## src/rtl/rom_burst_reader.sv

```systemverilog
// Constant-content ROM (identity, Gray or inverted) with a burst read
// engine streaming consecutive, wrapping words over valid/ready.
module rom_burst_reader #(
  parameter int WIDTH      = 8,
  parameter int DEPTH      = 256,
  parameter int ADDR_WIDTH = $clog2(DEPTH),
  parameter int MODE       = 0,
  parameter int MAX_LEN    = 16,
  parameter int LEN_WIDTH  = $clog2(MAX_LEN + 1)
) (
  input  logic                  clk,
  input  logic                  reset,
  input  logic                  start,
  input  logic [ADDR_WIDTH-1:0] start_addr,
  input  logic [LEN_WIDTH-1:0]  len,
  input  logic                  ready,
  output logic [WIDTH-1:0]      data,
  output logic                  valid,
  output logic                  last,
  output logic                  busy,
  output logic                  err
);

  typedef enum logic {IDLE, RUN} state_t;

  localparam logic [ADDR_WIDTH:0]   DEPTH_W = (ADDR_WIDTH+1)'(DEPTH);
  localparam logic [ADDR_WIDTH-1:0] LAST_A  = ADDR_WIDTH'(DEPTH - 1);
  localparam logic [LEN_WIDTH-1:0]  MAX_L   = LEN_WIDTH'(MAX_LEN);
  localparam logic [LEN_WIDTH-1:0]  ONE     = LEN_WIDTH'(1);
  localparam logic [LEN_WIDTH-1:0]  TWO     = LEN_WIDTH'(2);

  function automatic logic [WIDTH-1:0] word_of(
    input logic [ADDR_WIDTH-1:0] a
  );
    logic [ADDR_WIDTH-1:0] v;
    if (MODE == 1)      v = a ^ (a >> 1);
    else if (MODE == 2) v = ~a;
    else                v = a;
    return WIDTH'(v);
  endfunction

  state_t                r_state, w_state_n;
  logic [ADDR_WIDTH-1:0] r_addr, w_addr_n, w_addr_inc;
  logic [LEN_WIDTH-1:0]  r_rem, w_rem_n;
  logic [WIDTH-1:0]      r_data, w_data_n;
  logic                  r_valid, w_valid_n;
  logic                  r_last, w_last_n;
  logic                  r_err, w_err_n;
  logic                  w_ok;

  // Wrap by explicit compare so non-power-of-two depths never overrun
  assign w_addr_inc = (r_addr == LAST_A) ? '0 : r_addr + 1'b1;

  assign w_ok = (len != '0) && (len <= MAX_L) &&
                ({1'b0, start_addr} < DEPTH_W);

  always_comb begin
    w_state_n = r_state;
    w_addr_n  = r_addr;
    w_rem_n   = r_rem;
    w_data_n  = r_data;
    w_valid_n = r_valid;
    w_last_n  = r_last;
    w_err_n   = 1'b0;
    unique case (r_state)
      IDLE: begin
        if (start) begin
          if (w_ok) begin
            w_state_n = RUN;
            w_addr_n  = start_addr;
            w_rem_n   = len;
            w_data_n  = word_of(start_addr);
            w_valid_n = 1'b1;
            w_last_n  = (len == ONE);
          end else begin
            w_err_n = 1'b1;
          end
        end
      end
      RUN: begin
        if (ready) begin
          if (r_rem > ONE) begin
            w_addr_n = w_addr_inc;
            w_rem_n  = r_rem - ONE;
            w_data_n = word_of(w_addr_inc);
            w_last_n = (r_rem == TWO);
          end else begin
            w_state_n = IDLE;
            w_data_n  = '0;
            w_valid_n = 1'b0;
            w_last_n  = 1'b0;
          end
        end
      end
      default: w_state_n = IDLE;
    endcase
  end

  always_ff @(posedge clk or posedge reset) begin
    if (reset) begin
      r_state <= IDLE;
      r_addr  <= '0;
      r_rem   <= '0;
      r_data  <= '0;
      r_valid <= 1'b0;
      r_last  <= 1'b0;
      r_err   <= 1'b0;
    end else begin
      r_state <= w_state_n;
      r_addr  <= w_addr_n;
      r_rem   <= w_rem_n;
      r_data  <= w_data_n;
      r_valid <= w_valid_n;
      r_last  <= w_last_n;
      r_err   <= w_err_n;
    end
  end

  assign data  = r_data;
  assign valid = r_valid;
  assign last  = r_last;
  assign busy  = (r_state == RUN);
  assign err   = r_err;

endmodule
```

## config.mk

```make
export PLATFORM = sky130hd
export DESIGN_NAME = rom_burst_reader
export DESIGN_NICKNAME = d
export VERILOG_FILES = /design/src/rtl/rom_burst_reader.sv
export SDC_FILE = /design/constraint.sdc
export NUM_CORES = 1
export LEC_CHECK = 0
export ABC_AREA = 1
export ABC_CLOCK_PERIOD_IN_PS = 1600
export BUFFER_PORTS_ARGS = -buffer_cell sky130_fd_sc_hd__buf_2
export CORE_ASPECT_RATIO = 1.2
export CORE_MARGIN = 2
export CORE_UTILIZATION = 40
export DETAILED_ROUTE_END_ITERATION = 7
export HOLD_SLACK_MARGIN = 0.03
export SETUP_SLACK_MARGIN = 0.3
export SKIP_LAST_GASP = 1
export SYNTH_ARGS = -nofsm -noshare
export SYNTH_HDL_FRONTEND = slang
export SYNTH_SLANG_ARGS = --single-unit
```

## constraint.sdc

```tcl
create_clock -name clk -period 1.6 [get_ports clk]
set_input_delay 0.32 -clock clk [delete_from_list [all_inputs] [get_ports clk]]
set_output_delay 0.32 -clock clk [all_outputs]
set_load 0.05 [all_outputs]
```

==> impl_metrics.yaml <==
flow_run:
  drv_cap: 0
detailed_routing:
  vias: 1382
  drtIter0Drc: 40
  wl_um: 3260
  ant_nets: 0
  drcViolationCount: 0
  avgViaCountPerCell: 4.62
  wl_per_cell_um: 10.9
  drt_first_pass_iters: 4
setup_path:
  crit_fanout: 8
  critPathBufInv: 2
  crit_required_ns: 1.76
  path_cells: "inv_2 > ha_2 > o21bai_4 > nand4_4 > nand2_2 > nor2_4 > buf_8 > nand2_2 > nand2_1"
  setup.worst_path.end_class: "register"
  crit_slowest_cell: "dfrtp_1"
  path_delay_family: "flip-flops"
  max_stage_delay_ns: 0.39
  crit_path_frequent_cell: "nand2_2"
  crit_path_start_kind: "register"
  arrival_ns: 1.48
  crit_type: "register to register"
power_and_ir_drop:
  p_leak_uw: 0.00104
  power_density_nw_per_um2: 2030
  vdd.ir_drop.worst_uv: 697
sta:
  fin_worst_skew_ns: 0.000953
  rsz0062_at_grt: "true"
  fmax_ghz: 0.756
  relSlewSlack_pct: 78.8
  slew_viol_final: 0
  fin_crit_sh_pct: 82.7
  hold_ws_ns: 0.0881
  final-setup-viol-count: 0
  finalSetupTns_ns: 0
  hold_violations: 0
  finalCriticalPeriod_ns: 1.32
  worst_slew_pin_slew_ns: 0.319
final_layout:
  fillers: 391
  fin_area_um2: 1930
  finalNetCount: 269
  utilization_pct: 52.6
  area_growth_pct: 25.8
  layout_commonest_cell: "nand2_1"
  final_cell_mix: "nand2_1 (89), buf_2 (27), dfrtp_1 (24)"
  antenna_cells: 0
  drive_above_1_share_pct: 34.4
yosys:
  ys_top_cells_by_area: "dfrtp_1 (41%), nand2_1 (25%), inv_1 (3.4%)"
  synth_cells: 207
  synth_area_um2: 1530
  yosys.area.top_type: "dfrtp_1"
  avgSynthCellArea_um2: 7.39
  synth_flop_cell: "dfrtp_1"
  synth_top_area_share_pct: 40.9
  synth_edf_count: 0
  async_reset_ff_share_pct: 100
  synth_cell_types: 26
  synth-warning-count: 0
  syn_nets: 228
  yosysSeqAreaShare_pct: 40.9
  yosys_register_bits: 25
placed_design:
  place.gp.congestion: 0.766
  hpwl_um: 2320
  portBuffers: 28
  placed_area_um2: 1750
clock_tree:
  insertion_delay_ns: 0.26
  clk_pin_slew_ns: 0.08
  root_buffer: "clkbuf_8"
  cts_sinks: 25
  cts_tree: "yes"
  hold_buffers: 0
  htreeDepth: 1
  cts_max_path_buffers: 2
  numCtsBuffers: 3
outcome:
  outcome: "completed"
floorplan:
  core_um2: 3660
  dieArea_um2: 4340
  rows: 24
  io_pins: 29
  die_x_um: 60.5
  die_y_um: 71.8
  start_util_pct: 41.8
global_route:
  antenna_found_initial: 0
  grt_max_degree: 26
  grt_use_total_pct: 16.9
  grt_pass1_vias: 1334
  grt_pass1_wl_um: 5690
  overflow: 0
worst_hold_path:
  min_path_type: "input port to async pin"
## worst reg2reg max path: cells and delay by family, from the launching register on
kind,cells,cell delay [ns]
AOI/OAI and AO/OA,1,0.13
adders and majority gates,1,0.15
buffers and inverters,2,0.21
DFF,1,0.39
and+or+nand+nor,5,0.35
## per-stage QoR
step	power (µW)	setup WS (ns)	instances
final	3910	0.277	299
after global routing	4250	0.186	299
after CTS	3830	0.256	299
after detailed placement	3220	0.101	287
after global placement	3200	0.117	287
after floorplan	2810	0.193	207
## where the power goes
group	total [µW]	internal (µW)	switching (µW)
Sequential	1130	903	223
Clock	370	178	192
Combinational	2420	866	1550
## layer usage
layer,global-route usage [%],vias up,share of wire (%)
li1,-,725,-
met1,22.7,631,47
met2,28.4,22,49
met3,2.17,4,3.1
met4,4.35,0,1.0
met5,0,-,0
## final timing paths
path	from	end	slack, ns	cells after the start
worst min-delay path	reset	data[0]$_DFFE_PP0P_	0.09	3
worst max-delay path	r_rem[1]$_DFFE_PP0P_	data[0]$_DFFE_PP0P_	0.28	9
min in group clk	start	err$_DFF_PP0_	0.34	3
worst min register to register	last$_DFFE_PP0P_	last$_DFFE_PP0P_	0.47	2
worst max register to register	r_rem[1]$_DFFE_PP0P_	data[0]$_DFFE_PP0P_	0.28	9
max in group asynchronous	reset	busy$_DFF_PP0_	1.25	3
## repair_timing
item                                    in CTS  in global routing
resized for setup                           11                 17
setup buffers                                8                  0
endpoints found under the setup margin      24                 23
pin swaps                                    2                  6
cloned                                       0                  0
## kinds of logic (layout without fill, tap and decap cells)
logic type | after synthesis | in the layout | synth area share [%]
AND/OR/NAND/NOR | 140 | 140 | 42.7
adder cells (fa/ha/maj) | 4 | 4 | 3.27
AO/OA/AOI/OAI | 16 | 16 | 6.05
XOR/XNOR | 1 | 1 | 0.572
buffers and inverters | 21 | 61 | 6.54
flip-flops | 25 | 25 | 40.9
## cell usage after synthesis (2+ instances only)
cell type and number:
nand4_1 2, a21oi_1 3, nand3_2 2, buf_6 2
nor2_4 4, ha_1 4, dfrtp_1 25, nand2_2 7
inv_1 14, nor2_1 11, buf_2 2, nand2_4 4
nand2_1 100, inv_2 2, nand3_1 6, o21ai_0 9
## flip-flops by register name, summed over array words and instances (netlist names)
name / cells
valid: 1
err: 1
r_addr: 8
data: 8
last: 1
busy: 1
r_rem: 5
## layout make-up
class | count | area (µm²) | share of cell area [%]
Clock buffer | 4 | 45.0 | 2.34
Inverter | 16 | 65.1 | 3.38
Multi-Input combinational cell | 161 | 872 | 45.3
Sequential cell | 25 | 627 | 32.6
Tap cell | 52 | 65.1 | 3.38
Timing Repair Buffer | 41 | 251 | 13.1
Note: power is estimated with default switching activity, not from simulation.
